**config.mk**
```make
export PLATFORM = sky130hd
export DESIGN_NAME = mbus_multi_layer_sleep_ctrl
export DESIGN_NICKNAME = d
export VERILOG_FILES = /design/src/rtl/mbus_pwr_pkg.sv /design/src/rtl/mbus_layer_pwr_fsm.sv /design/src/rtl/mbus_multi_layer_sleep_ctrl.sv
export SDC_FILE = /design/constraint.sdc
export NUM_CORES = 1
export LEC_CHECK = 0
export CAP_MARGIN = 20
export CELL_PAD_IN_SITES_DETAIL_PLACEMENT = 0
export CELL_PAD_IN_SITES_GLOBAL_PLACEMENT = 1
export CORE_AREA = 2 2 83 85
export CTS_CLUSTER_SIZE = 28
export DETAILED_ROUTE_END_ITERATION = 7
export DIE_AREA = 0 0 85 87
export PLACE_DENSITY = 0.81
export SLEW_MARGIN = 25
export SYNTH_ARGS = -nofsm -noshare
export SYNTH_HDL_FRONTEND = slang
export SYNTH_HIERARCHICAL = 1
export SYNTH_SLANG_ARGS = --single-unit
```
**constraint.sdc**
```tcl
create_clock -name CLK -period 1.86 [get_ports CLK]
set_clock_uncertainty 0.2 [all_clocks]
set_input_delay 0.372 -clock CLK [delete_from_list [all_inputs] [get_ports CLK]]
set_output_delay 0.372 -clock CLK [all_outputs]
set_load 0.01 [all_outputs]
```
**src/rtl/mbus_pwr_pkg.sv**
```systemverilog
// Shared definitions for the MBus layer power sequencers: state encoding,
// the {sleep, clkenb, reset, iso} pattern for each state, and small helpers.
package mbus_pwr_pkg;

    typedef enum logic [2:0] {
        PWR_OFF    = 3'd0,
        PWR_UP_PWR = 3'd1,
        PWR_UP_CLK = 3'd2,
        PWR_UP_RST = 3'd3,
        PWR_ACTIVE = 3'd4,
        PWR_DN_ISO = 3'd5,
        PWR_DN_RST = 3'd6,
        PWR_DN_CLK = 3'd7
    } pwr_state_e;

    localparam logic [3:0] PAT_OFF    = 4'b1111;
    localparam logic [3:0] PAT_UP_PWR = 4'b0111;
    localparam logic [3:0] PAT_UP_CLK = 4'b0011;
    localparam logic [3:0] PAT_UP_RST = 4'b0001;
    localparam logic [3:0] PAT_ACTIVE = 4'b0000;
    localparam logic [3:0] PAT_DN_ISO = 4'b0001;
    localparam logic [3:0] PAT_DN_RST = 4'b0011;
    localparam logic [3:0] PAT_DN_CLK = 4'b0111;

    function automatic logic [3:0] state_pattern(pwr_state_e s);
        logic [3:0] pat;
        case (s)
            PWR_OFF:    pat = PAT_OFF;
            PWR_UP_PWR: pat = PAT_UP_PWR;
            PWR_UP_CLK: pat = PAT_UP_CLK;
            PWR_UP_RST: pat = PAT_UP_RST;
            PWR_ACTIVE: pat = PAT_ACTIVE;
            PWR_DN_ISO: pat = PAT_DN_ISO;
            PWR_DN_RST: pat = PAT_DN_RST;
            PWR_DN_CLK: pat = PAT_DN_CLK;
            default:    pat = PAT_OFF;
        endcase
        return pat;
    endfunction

    function automatic logic is_transitional(pwr_state_e s);
        return (s != PWR_OFF) && (s != PWR_ACTIVE);
    endfunction

    function automatic logic is_power_up(pwr_state_e s);
        return (s == PWR_UP_PWR) || (s == PWR_UP_CLK) || (s == PWR_UP_RST);
    endfunction

    // Successor of each timed step; steady states map to themselves.
    function automatic pwr_state_e step_next(pwr_state_e s);
        pwr_state_e nxt;
        case (s)
            PWR_UP_PWR: nxt = PWR_UP_CLK;
            PWR_UP_CLK: nxt = PWR_UP_RST;
            PWR_UP_RST: nxt = PWR_ACTIVE;
            PWR_DN_ISO: nxt = PWR_DN_RST;
            PWR_DN_RST: nxt = PWR_DN_CLK;
            PWR_DN_CLK: nxt = PWR_OFF;
            default:    nxt = s;
        endcase
        return nxt;
    endfunction

endpackage

```
**src/rtl/mbus_layer_pwr_fsm.sv**
```systemverilog
// One layer's power sequencer: power -> clock -> reset -> isolation on wake,
// the reverse on sleep, with pending requests held until the sequence lands.
module mbus_layer_pwr_fsm
    import mbus_pwr_pkg::*;
#(
    parameter int DLY_WIDTH = 4,
    parameter int STEP_DLY  = 2
) (
    input  logic clk,
    input  logic rst_n,
    input  logic wake,
    input  logic sleep_req,
    output logic lrc_sleep,
    output logic lrc_clkenb,
    output logic lrc_reset,
    output logic lrc_isolate,
    output logic layer_active,
    output logic busy
);

    localparam logic [DLY_WIDTH-1:0] LAST_CNT = DLY_WIDTH'(STEP_DLY - 1);

    pwr_state_e           state_q, state_d;
    logic [DLY_WIDTH-1:0] cnt_q, cnt_d;
    logic                 pend_wake_q, pend_wake_d;
    logic                 pend_sleep_q, pend_sleep_d;
    logic [3:0]           pat_q, pat_d;
    logic                 active_q, active_d;
    logic                 busy_q, busy_d;

    always_comb begin
        state_d      = state_q;
        cnt_d        = '0;
        pend_wake_d  = pend_wake_q;
        pend_sleep_d = pend_sleep_q;

        case (state_q)
            PWR_OFF: begin
                if (wake || pend_wake_q) begin
                    state_d     = PWR_UP_PWR;
                    pend_wake_d = 1'b0;
                end
            end
            PWR_ACTIVE: begin
                if (wake) begin
                    pend_sleep_d = 1'b0;
                end else if (sleep_req || pend_sleep_q) begin
                    state_d      = PWR_DN_ISO;
                    pend_sleep_d = 1'b0;
                end
            end
            default: begin
                // A running sequence is never reversed; the opposite request waits.
                if (is_power_up(state_q)) begin
                    if (sleep_req) pend_sleep_d = 1'b1;
                end else begin
                    if (wake) pend_wake_d = 1'b1;
                end
                if (cnt_q == LAST_CNT) begin
                    state_d = step_next(state_q);
                end else begin
                    cnt_d = cnt_q + DLY_WIDTH'(1);
                end
            end
        endcase

        pat_d    = state_pattern(state_q);
        active_d = (state_q == PWR_ACTIVE);
        busy_d   = is_transitional(state_q);
    end

    always_ff @(posedge clk) begin
        if (!rst_n) begin
            state_q      <= PWR_OFF;
            cnt_q        <= '0;
            pend_wake_q  <= 1'b0;
            pend_sleep_q <= 1'b0;
            pat_q        <= PAT_OFF;
            active_q     <= 1'b0;
            busy_q       <= 1'b0;
        end else begin
            state_q      <= state_d;
            cnt_q        <= cnt_d;
            pend_wake_q  <= pend_wake_d;
            pend_sleep_q <= pend_sleep_d;
            pat_q        <= pat_d;
            active_q     <= active_d;
            busy_q       <= busy_d;
        end
    end

    assign lrc_sleep    = pat_q[3];
    assign lrc_clkenb   = pat_q[2];
    assign lrc_reset    = pat_q[1];
    assign lrc_isolate  = pat_q[0];
    assign layer_active = active_q;
    assign busy         = busy_q;

endmodule

```
**src/rtl/mbus_multi_layer_sleep_ctrl.sv**
```systemverilog
// Always-on power sequencer for several MBus layers, plus the masked interrupt
// wakeup OR that can bring up a selectable set of layers.
module mbus_multi_layer_sleep_ctrl #(
    parameter int NUM_LAYERS = 4,
    parameter int NUM_WAKEUP = 3,
    parameter int DLY_WIDTH  = 4,
    parameter int STEP_DLY   = 2
) (
    input  logic                  CLK,
    input  logic                  RESETn,
    input  logic [NUM_LAYERS-1:0] WAKE_REQ,
    input  logic [NUM_LAYERS-1:0] SLEEP_REQ,
    input  logic [NUM_WAKEUP-1:0] INT_REQ,
    input  logic [NUM_WAKEUP-1:0] INT_MASK,
    input  logic [NUM_LAYERS-1:0] INT_LAYER_EN,
    output logic [NUM_LAYERS-1:0] LRC_SLEEP,
    output logic [NUM_LAYERS-1:0] LRC_CLKENB,
    output logic [NUM_LAYERS-1:0] LRC_RESET,
    output logic [NUM_LAYERS-1:0] LRC_ISOLATE,
    output logic [NUM_LAYERS-1:0] LAYER_ACTIVE,
    output logic                  WAKEUP_REQ_ORED,
    output logic                  SEQ_BUSY
);

    logic                  wakeup_ored_q, wakeup_ored_d;
    logic [NUM_LAYERS-1:0] layer_wake;
    logic [NUM_LAYERS-1:0] layer_busy;

    // The interrupt wake uses the registered OR, so layers follow one cycle later.
    always_comb begin
        wakeup_ored_d = |(INT_REQ & INT_MASK);
        layer_wake    = WAKE_REQ | ({NUM_LAYERS{wakeup_ored_q}} & INT_LAYER_EN);
    end

    always_ff @(posedge CLK) begin
        if (!RESETn) begin
            wakeup_ored_q <= 1'b0;
        end else begin
            wakeup_ored_q <= wakeup_ored_d;
        end
    end

    for (genvar i = 0; i < NUM_LAYERS; i++) begin : g_layer
        mbus_layer_pwr_fsm #(
            .DLY_WIDTH (DLY_WIDTH),
            .STEP_DLY  (STEP_DLY)
        ) u_layer (
            .clk          (CLK),
            .rst_n        (RESETn),
            .wake         (layer_wake[i]),
            .sleep_req    (SLEEP_REQ[i]),
            .lrc_sleep    (LRC_SLEEP[i]),
            .lrc_clkenb   (LRC_CLKENB[i]),
            .lrc_reset    (LRC_RESET[i]),
            .lrc_isolate  (LRC_ISOLATE[i]),
            .layer_active (LAYER_ACTIVE[i]),
            .busy         (layer_busy[i])
        );
    end

    assign WAKEUP_REQ_ORED = wakeup_ored_q;
    assign SEQ_BUSY        = |layer_busy;

endmodule

```
# Word-level counts from Yosys, hierarchy flattened
# Memories as Yosys holds them, arrays and structs flattened. A register that Yosys moved wholly into a read port is not among the register bits.
# Index checks and enable logic that the tools add are counted.
# classes
addsub,4
eq_ne,56
mux,60
bitwise_logic,12
n_reduce_logical,70
# op_table
op,n
$pmux 3 s6,4
$eq 3x3->1 const B,16
$mux 3,16
$reduce_and 4->1,8
$reduce_bool 8->1,4
$mux 1,28
$eq 3x2->1 const B,8
$ne 2x2->1 const B,12
$ne 3x3->1 const B,8
$pmux 3 s2,4
$reduce_bool 2->1,12
$reduce_bool 3->1,8
$reduce_and 5->1,4
$reduce_or 4->1,5
$add 4x1->4 const B,4
$eq 4x1->1 const B,4
$logic_or 1x1->1,16
$pmux 1 s2,8
$eq 3x1->1 const B,4
$logic_not 3->1,4
$not 1->1,9
$ne 2x1->1 const B,4
$and 4x4->4,1
$logic_and 1x1->1,4
4 further kinds,7
# totals
register_bits,45
mem_bits_ro,128
inputBits,20
output_inout_bits,22
memories,4
# memory_table
memory,words,width,rd,rd_ports_with_merged_regs,wr,line,text
(name not given),8,4,1,1,0,mbus_pwr_pkg.sv:27,case (s)
(name not given),8,4,1,1,0,mbus_pwr_pkg.sv:27,
(name not given),8,4,1,1,0,mbus_pwr_pkg.sv:27,
(name not given),8,4,1,1,0,mbus_pwr_pkg.sv:27,

# Depth between registers and ports, before layout
# Gate-level depths: netlist of the first run.
# depth
ltp_word,5
mapped_depth,5

# Modules after synthesis
# Netlist of the first run, hierarchy kept.
# by_module_without_submodules
mod,instances,cells_per_inst,area_per_inst_um2
mbus_layer_pwr_fsm,4,63,608.1
mbus_multi_layer_sleep_ctrl,1,8,73.8

# Worst setup path after synthesis of the first run
# OpenSTA, ideal clock, no wires.
# synth_path
kind,reg-to-reg
startpoint,register g_layer[0].u_layer.cnt_q[1]
endpoint,register g_layer[0].u_layer.state_q[0]
arrival_time_ps,1132
setup_slack_ps,406
path_stages_with_launch,6
path_buffers,0
path_cell_list,dfxtp_1 -> inv_1 -> ha_1 -> nor3b_1 -> and4b_2 -> a311o_1
# synth_between
elab_chain_len,3
# synth_lines
element,line,text
start: declaration,mbus_layer_pwr_fsm.sv:24,"logic [DLY_WIDTH-1:0] cnt_q, cnt_d;"
start signal: assignment,mbus_layer_pwr_fsm.sv:83,cnt_q <= cnt_d;
$eq 4x1->1,mbus_layer_pwr_fsm.sv:59,if (cnt_q == LAST_CNT) begin
$reduce_bool 3->1 (no source line),-,
$reduce_and 5->1 (no source line),-,
end signal: assignment,mbus_layer_pwr_fsm.sv:82,state_q <= state_d;
end: declaration,mbus_layer_pwr_fsm.sv:23,"pwr_state_e state_q, state_d;"
# Every way passes these cells.
# A chain may end at the register's enable or synchronous reset.

# Final worst setup path of the first run
# layout_path
startpoint,register g_layer[3].u_layer.busy_q
endpoint,output port SEQ_BUSY
# layout_between
elab_chain_len,1
# layout_lines
element,line,text
start: declaration,mbus_layer_pwr_fsm.sv:29,"logic busy_q, busy_d;"
start signal: assignment,mbus_layer_pwr_fsm.sv:88,busy_q <= busy_d;
$reduce_or 4->1,mbus_multi_layer_sleep_ctrl.sv:62,assign SEQ_BUSY = |layer_busy;
end: declaration,mbus_multi_layer_sleep_ctrl.sv:22,output logic SEQ_BUSY
# Every way passes these cells.

==> impl_metrics.json, run 1 <==
{
  "final_area_um2": 3110,
  "clock-root-buffer": "clkbuf_8",
  "rsz0062_at_grt": "yes",
  "grtUsageTotal_pct": 12.5,
  "remaining_drc_errors": 0,
  "htree_num_levels": 3,
  "fin_setup_tns_ps": 0,
  "setup_violations": 0,
  "vdd_ir_drop_max_mv": 0.470,
  "rows": 30,
  "path_delay_family": "simple AND/OR/NAND/NOR gates",
  "cp.arrival_ps": 1270,
  "ios": 42,
  "clk_latency_ps": 330,
  "async_flop_share_pct": 0,
  "start_util_pct": 38.2,
  "crit_path_max_incr_delay_ps": 500,
  "utilization_pct": 47.4,
  "synth-edff-count": 0,
  "hp-class": "reg2reg",
  "hold_buffers": 0,
  "holdPathStages": 1,
  "seq_area_frac_synth_pct": 48.7,
  "drt_iter0_drc": 52,
  "worst-path-buf-inv": 1,
  "cts_tree": "done",
  "vias": 1825,
  "grt_pass1_wl_um": 7160,
  "cp-start-kind": "flop",
  "core-area_um2": 6570,
  "slew_headroom_pct": 77.1,
  "path_class": "reg2out",
  "gr-total-overflow": 0,
  "fin_ws_ps": 18.2,
  "cp.depth": 2,
  "die_h_um": 87,
  "avgSynthCellArea_um2": 9.64,
  "reg2reg_depth": 4,
  "clockBufferDepth": 2,
  "layout_common_cells": "dfxtp_1, clkdlybuf4s50_1, nor2_1",
  "worstHoldEndpoint": "g_layer[0].u_layer/cnt_q[0]$_SDFF_PP0_",
  "power.total_w": 0.00297,
  "yosys_most_used_dff": "dfxtp_1",
  "worst_hold_startpoint": "g_layer[0].u_layer/cnt_q[0]$_SDFF_PP0_",
  "synthesis.nets": 288,
  "syn_inst": 260,
  "drive_gt1_share_pct": 11.5,
  "clkTransAtPathRegs_ps": 60,
  "power_density_nw_per_um2": 953,
  "area_delta_synth_final_pct": 24.2,
  "final_common_cell": "dfxtp_1",
  "syn_area_um2": 2510,
  "grt_pass1_vias": 1616,
  "worstPathCellList": "or4_1, buf_2",
  "maxCapViolCount": 0,
  "placed_cell_area_um2": 2940,
  "critPathRequiredTime_ps": 1290,
  "endpoint_kind": "output pin",
  "hold_viol_final": 0,
  "place_ws_ps": 8.44,
  "wl_um": 4350,
  "die_w_um": 85,
  "synth_seq_cells": 61,
  "cts.sink_count": 61,
  "drt_first_pass_iters": 6,
  "n_antenna_cell": 0,
  "final_antenna_net_count": 0,
  "p_leak_nw": 1.25,
  "die-area_um2": 7400,
  "ys_warn_count": 6,
  "clock.fmax_ghz": 0.543,
  "min_period_over_period_pct": 99.0,
  "port_buffers": 41,
  "reg2reg_to": "g_layer[3].u_layer/state_q[0]$_SDFFE_PN0P_",
  "final_nets": 328,
  "dpl.hpwl_um": 3020,
  "synth_cell_type_count": 28,
  "slowest_stage": "or4_1",
  "min_period_ps": 1840,
  "routedWlPerCell_um": 11.3,
  "status": "completed",
  "antenna_found_initial": 0,
  "place_congestion": 0.724,
  "crit_fanout": 1,
  "finalMaxSlewViolations": 0,
  "grt_max_degree": 43,
  "reg2reg_from": "g_layer[3].u_layer/cnt_q[0]$_SDFF_PP0_",
  "routed_via_density": 4.75,
  "worst_slew_pin_slew_ps": 343,
  "cts_buffers": 9,
  "reg2reg_setup_slack_ps": 280
}
-- metrics by stage --
| stage | cells | hold WS, ps |
|---|---|---|
| 2_1_floorplan | 260 | 233 |
| 3_3_place_gp | 369 | 249 |
| 3_5_place_dp | 369 | 263 |
| 4_1_cts | 384 | 277 |
| 5_1_grt | 384 | 291 |
| 6_report | 384 | 273 |
-- worst register-to-register path, cell delays in order (launching register included) --
cell	delay, ps
dfxtp_1	380
ha_1	170
nor3b_1	320
nor2_1	100
a311o_1	320
-- power by group --
| group | switching, W | internal (W) |
|---|---|---|
| Sequential | 0.0000874 | 0.00141 |
| Combinational | 0.000202 | 0.000225 |
| Clock | 0.000462 | 0.000584 |
| Total | 0.000751 | 0.00222 |
-- flip-flops by register name (all words and copies together) (netlist names), named ones only --
register and flops:
g_layer.u_layer/pend_wake_q 4, g_layer.u_layer/cnt_q 16, g_layer.u_layer/pat_q 16, g_layer.u_layer/busy 4
g_layer.u_layer/layer_active 4, g_layer.u_layer/pend_sleep_q 4, g_layer.u_layer/state_q 8, WAKEUP_REQ_ORED 1
-- timing repair --
action | in CTS | in global routing
pin swaps | 0 | 1
setup buffers | 0 | 0
endpoints found under the setup margin | 2 | 1
endpoints found under the hold margin | 0 | 0
gates resized for setup | 6 | 0
-- cell families after synthesis --
group,after synthesis,synth area share [%]
AO/OA/AOI/OAI,37,9.79
XOR/XNOR,12,4.19
adder cells (fa/ha/maj),8,3.99
buffers and inverters,24,5.99
flip-flops,61,48.7
multiplexers,8,3.20
AND/OR/NAND/NOR,110,24.1
-- layout make-up --
| type | instances | area (µm²) |
|---|---|---|
| Fill cell | 624 | 3460 |
| Clock inverter | 1 | 5.00 |
| Timing Repair Buffer | 45 | 447 |
| Tap cell | 80 | 100 |
| Sequential cell | 61 | 1220 |
| Inverter | 8 | 30.0 |
| Multi-Input combinational cell | 175 | 1130 |
| Clock buffer | 14 | 173 |
-- cells in the mapped netlist, drive strengths merged (12+ instances only) --
master,instances,area [µm²]
nor2,32,120
and2,12,95.1
o22ai,12,75.1
dfxtp,61,1220
nand2,28,105
-- layer usage --
metal,part of all wire [%],vias up,track usage [%]
met2,47,31,20.4
met4,1.5,0,6.49
li1,-,957,-
met1,49,832,14.4
met3,3.3,5,4.55
met5,0,-,0
-- worst max-delay path by stage --
stage / start / end / slack [ps]
3_3_place_gp: g_layer[1].u_layer/busy$_SDFF_PN0_ / SEQ_BUSY / 20
5_1_grt: g_layer[3].u_layer/busy$_SDFF_PN0_ / SEQ_BUSY / -70
3_5_place_dp: g_layer[1].u_layer/busy$_SDFF_PN0_ / SEQ_BUSY / 8
2_1_floorplan: g_layer[0].u_layer/cnt_q[1]$_SDFF_PP0_ / g_layer[0].u_layer/state_q[0]$_SDFFE_PN0P_ / 410
4_1_cts: g_layer[1].u_layer/busy$_SDFF_PN0_ / SEQ_BUSY / -20
6_report: g_layer[3].u_layer/busy$_SDFF_PN0_ / SEQ_BUSY / 20
Power figures use the tool's default switching activity.
==> run 2, diff against run 1 <==
GPL_TIMING_DRIVEN = 0   (was default)
==> run 2 against run 1 <==
The flow now finishes with violations (negative setup slack). Sequential power barely moved. Final cell count grew 3.4%. Routed wire length is 4.6% higher. Global-route usage grew 0.72 points. First-iteration DRC count is 33% higher. Sequential share of layout area is 1.1 points lower. Worst hold slack lost 8.7 ps. Total power increased by 5.2%. Core utilization is 1.3 points higher. Via count rose by 2.8%. Design area rose by 2.8%. Fmax shrank 1.8%. Critical path type unchanged. Critical endpoint unchanged.
==> impl_metrics.json, run 2 (synthesis results as in run 1) <==
{
  "reg2reg_from": "g_layer[2].u_layer/cnt_q[0]$_SDFF_PP0_",
  "gr-total-overflow": 0,
  "endpoint_kind": "output pin",
  "path_class": "reg2out",
  "hold_viol_final": 0,
  "worst_hold_startpoint": "g_layer[2].u_layer/cnt_q[0]$_SDFF_PP0_",
  "vias": 1876,
  "min_period_ps": 1870,
  "worst_slew_pin_slew_ps": 415,
  "routed_via_density": 4.73,
  "stdcell_count": 397,
  "ios": 42,
  "remaining_drc_errors": 0,
  "antenna_found_initial": 0,
  "path_delay_family": "simple AND/OR/NAND/NOR gates",
  "crit_fanout": 1,
  "cp-start-kind": "flop",
  "clockBufferDepth": 2,
  "worstPathCellList": "or4_1, buf_2",
  "wl_um": 4550,
  "crit_path_max_incr_delay_ps": 520,
  "drt_iter0_drc": 69,
  "htree_num_levels": 3,
  "nFillCells": 646,
  "hold_buffers": 0,
  "maxCapViolCount": 0,
  "power_density_nw_per_um2": 976,
  "status": "finished with violations",
  "final_antenna_net_count": 0,
  "area_delta_synth_final_pct": 27.6,
  "post_cts_buffers": 0,
  "reg_top3": "g_layer.u_layer/cnt_q: 16 flops, g_layer.u_layer/pat_q: 16 flops, g_layer.u_layer/state_q: 8 flops",
  "dp_cells": 381,
  "grt_max_degree": 18,
  "rows": 30,
  "utilization_pct": 48.7,
  "worst-path-buf-inv": 1,
  "setup_violations": 1,
  "routedWlPerCell_um": 11.5,
  "min_period_over_period_pct": 101,
  "clock-root-buffer": "clkbuf_8",
  "p_leak_nw": 1.29,
  "finalMaxSlewViolations": 0,
  "clock.fmax_ghz": 0.533,
  "dpl.hpwl_um": 3240,
  "start_util_pct": 38.2,
  "die_h_um": 87,
  "critPathRequiredTime_ps": 1290,
  "cts_tree": "done",
  "cts_buffers": 9,
  "vdd_ir_drop_max_mv": 0.436,
  "hp-class": "reg2reg",
  "grtUsageTotal_pct": 13.2,
  "slew_headroom_pct": 72.4,
  "clkTransAtPathRegs_ps": 70,
  "grt_pass1_wl_um": 7620,
  "cp.arrival_ps": 1300,
  "cts.sink_count": 61,
  "drive_gt1_share_pct": 13.2,
  "reg2reg_setup_slack_ps": 280,
  "layout_common_cells": "dfxtp_1, clkdlybuf4s50_1, nor2_1",
  "final_common_cell": "dfxtp_1",
  "clk_latency_ps": 330,
  "rsz0062_at_grt": "yes",
  "cp-startpoint": "g_layer[1].u_layer/busy$_SDFF_PN0_",
  "violations": "negative setup slack",
  "final_nets": 340,
  "die_w_um": 85,
  "grt_pass1_vias": 1668,
  "place_congestion": 0.718,
  "die-area_um2": 7400,
  "fin_ws_ps": -14.7,
  "n_antenna_cell": 0,
  "core-area_um2": 6570,
  "port_buffers": 41,
  "slowest_stage": "or4_1",
  "drt_first_pass_iters": 4
}
run 2: changes by cell type in the layout (fill, tap and decap cells not counted):
cell	change
buf_6	+8
clkbuf_1	+7
buf_4	-3
clkinv_2	+3
clkbuf_8	-2
buf_12	-1
bufinv_16	+1
clkbuf_2	+1
clkdlybuf4s50_1	-1
run 2: per-layer routing:
layer / vias up / GRT usage (%) / part of all wire, %
li1: 982 / - / -
met3: 10 / 3.51 / 3.4
met1: 855 / 15.7 / 46
met2: 29 / 21.1 / 48
met5: - / 0 / 0
met4: 0 / 8.66 / 2.6
run 2: worst register-to-register path, cell delays in order, from the launching register on:
cell and delay (ps):
dfxtp_1 370, ha_1 180, nor3b_1 300, nor2_1 90, a311o_1 330
run 2: through the flow:
| stage | cell area [µm²] | worst slack, ps | TNS (ps) | hold slack (ps) | power, W |
|---|---|---|---|---|---|
| global placement | 3020 | -576 | -23440 | 250 | 0.00201 |
| global route | 3200 | -48.2 | -48.2 | 291 | 0.00328 |
| floorplan | 2510 | 406 | 0 | 233 | 0.00184 |
| CTS | 3200 | -34.7 | -34.7 | 271 | 0.00316 |
| finish | 3200 | -14.7 | -14.7 | 264 | 0.00312 |
| detailed placement | 3020 | -548 | -22240 | 257 | 0.00202 |
run 2: worst paths after layout:
check | end | cells after the start
worst max register to register | g_layer[2].u_layer/state_q[0]$_SDFFE_PN0P_ | 4
worst min-delay path | g_layer[2].u_layer/cnt_q[0]$_SDFF_PP0_ | 1
worst min register to register | g_layer[2].u_layer/cnt_q[0]$_SDFF_PP0_ | 1
worst max-delay path | SEQ_BUSY | 2
run 2: area by class of cell:
cell class / count / area (µm²) / share of cell area, %
Buffer: 16 / 120 / 3.76
Clock buffer: 11 / 141 / 4.42
Clock inverter: 5 / 50.0 / 1.56
Inverter: 8 / 30.0 / 0.939
Multi-Input combinational cell: 175 / 1130 / 35.5
Sequential cell: 61 / 1220 / 38.2
Tap cell: 80 / 100 / 3.13
Timing Repair Buffer: 41 / 399 / 12.5
run 2: what timing repair did:
item,4_1_cts,5_1_grt
setup endpoints to repair,35,4
cloned,0,0
gates resized for setup,7,2
endpoints found under the hold margin,0,0
pin swaps,1,0
run 2: power breakdown:
group / internal [W] / switching, W
logic: 0.000271 / 0.000228
clock network: 0.000646 / 0.000498
registers: 0.00140 / 0.0000720
total: 0.00232 / 0.000799
==> run 3, diff against run 2 <==
CORE_AREA = 2 2 77 79   (was 2 2 83 85)
DIE_AREA = 0 0 79 81   (was 0 0 85 87)
DONT_BUFFER_PORTS = 1   (was default)
PLACE_DENSITY = 0.79   (was 0.81)
==> run 3 against run 2 <==
First-iteration DRC count is 35% lower. Die area is 13% lower. Via count is 6.9% lower. Sequential cell count stayed put. Final cell count is 12% lower. Critical path type unchanged. Core utilization is 0.59 points higher. The run now ends clean. Setup slack better by 82 ps. Design area is 13% lower. Clock-buffer cell count stayed put. Sequential share of layout area is 5.4 points higher. Sequential power hardly changed. Routed wire length is 5.5% lower.
==> impl_metrics.json, run 3 (synthesis results as in run 1) <==
{
  "n_antenna_cell": 0,
  "routed_via_density": 5.00,
  "wl_um": 4300,
  "slew_headroom_pct": 73.2,
  "die-area_um2": 6400,
  "setup_violations": 0,
  "register_area_um2": 1220,
  "status": "completed",
  "gr-total-overflow": 0,
  "endpoint_kind": "output pin",
  "reg2reg_depth": 4,
  "final_common_cell": "dfxtp_1",
  "reg2reg_setup_slack_ps": 270,
  "min_period_ps": 1790,
  "vdd_ir_drop_max_mv": 0.464,
  "holdPathStages": 2,
  "ios": 42,
  "final_antenna_net_count": 0,
  "worstPathCellList": "or4_1",
  "vias": 1746,
  "clockBufferDepth": 2,
  "drt_iter0_drc": 45,
  "maxCapViolCount": 0,
  "place_ws_ps": 282,
  "grt_max_degree": 18,
  "die_h_um": 81,
  "crit_path_max_incr_delay_ps": 600,
  "die_w_um": 79,
  "routedWlPerCell_um": 12.3,
  "clk_latency_ps": 330,
  "start_util_pct": 44.2,
  "antenna_found_initial": 0,
  "clock.fmax_ghz": 0.558,
  "clock-root-buffer": "clkbuf_8",
  "cts_resized": 0,
  "drt_first_pass_iters": 4,
  "min_period_over_period_pct": 96.4,
  "final_nets": 300,
  "worst-path-buf-inv": 0,
  "area_delta_synth_final_pct": 11.6,
  "power_density_nw_per_um2": 1080,
  "cp.depth": 1,
  "grt_pass1_wl_um": 6890,
  "crit_fanout": 1,
  "grt_pass1_vias": 1549,
  "htree_num_levels": 3,
  "layout_common_cells": "dfxtp_1, nor2_1, nand2_1",
  "critPathRequiredTime_ps": 1290,
  "finalMaxSlewViolations": 0,
  "p_leak_nw": 1.12,
  "remaining_drc_errors": 0,
  "dpl.hpwl_um": 2970,
  "place_congestion": 0.771,
  "fin_setup_tns_ps": 0,
  "drive_gt1_share_pct": 13.5,
  "nFillCells": 546,
  "hp-class": "in2reg",
  "path_class": "reg2out",
  "port_buffers": 0,
  "slowest_stage": "or4_1",
  "worst_slew_pin_slew_ps": 402,
  "path_delay_family": "simple AND/OR/NAND/NOR gates",
  "grtUsageTotal_pct": 14.4,
  "cts_buffers": 9,
  "cts.sink_count": 61,
  "cp.arrival_ps": 1220,
  "rsz0062_at_grt": "no",
  "hold_viol_final": 0,
  "core-area_um2": 5680,
  "rows": 28,
  "multiInputGateArea_um2": 1130,
  "clkTransAtPathRegs_ps": 60,
  "fin_ws_ps": 66.9,
  "cts_tree": "done",
  "cp-start-kind": "flop",
  "reg_top3": "g_layer.u_layer/cnt_q: 16 flops, g_layer.u_layer/pat_q: 16 flops, g_layer.u_layer/state_q: 8 flops"
}
run 3: final timing paths:
check,from,end
hold reg to reg,g_layer[0].u_layer/cnt_q[0]$_SDFF_PP0_,g_layer[0].u_layer/cnt_q[0]$_SDFF_PP0_
setup reg to reg,g_layer[3].u_layer/cnt_q[0]$_SDFF_PP0_,g_layer[3].u_layer/state_q[0]$_SDFFE_PN0P_
hold / removal,INT_MASK[2],WAKEUP_REQ_ORED$_SDFF_PN0_
setup / recovery,g_layer[1].u_layer/busy$_SDFF_PN0_,SEQ_BUSY
run 3: cell type report:
| class | count | share of cell area [%] |
|---|---|---|
| flip-flops and latches | 61 | 43.7 |
| multi-input cells | 175 | 40.6 |
| clock buffers | 11 | 5.41 |
| plain buffers | 16 | 4.30 |
| well taps | 75 | 3.36 |
| clock inverters | 2 | 1.25 |
| inverters | 8 | 1.07 |
| repair buffers | 1 | 0.358 |
run 3: where the power goes:
| part | switching, W | internal, W |
|---|---|---|
| clock | 0.000461 | 0.000667 |
| combinational | 0.000195 | 0.000203 |
| sequential | 0.0000877 | 0.00141 |
| total | 0.000743 | 0.00228 |
run 3: metrics by stage:
| stage | utilization (%) | total power [W] | std cells | hold slack [ps] | cell area [µm²] |
|---|---|---|---|---|---|
| after CTS | 49.3 | 0.00306 | 349 | 10.8 | 2800 |
| after detailed placement | 45.8 | 0.00192 | 335 | 255 | 2600 |
| after global placement | 45.8 | 0.00191 | 335 | 248 | 2600 |
| after global routing | 49.3 | 0.00319 | 349 | 10.2 | 2800 |
| final | 49.3 | 0.00302 | 349 | 26.3 | 2800 |
| after floorplan | - | 0.00184 | 260 | 233 | 2510 |
run 3: layer usage:
layer | vias to the layer above | GRT usage [%] | wire length (µm)
li1 | 900 | - | -
met1 | 802 | 17.3 | 2080
met2 | 33 | 21.5 | 1910
met3 | 11 | 6.22 | 202
met4 | 0 | 8.10 | 99
met5 | - | 0 | 0
run 3: repair_timing:
item,CTS,global route
buffers inserted,0,0
hold endpoints to repair,1,0
hold buffers,1,0
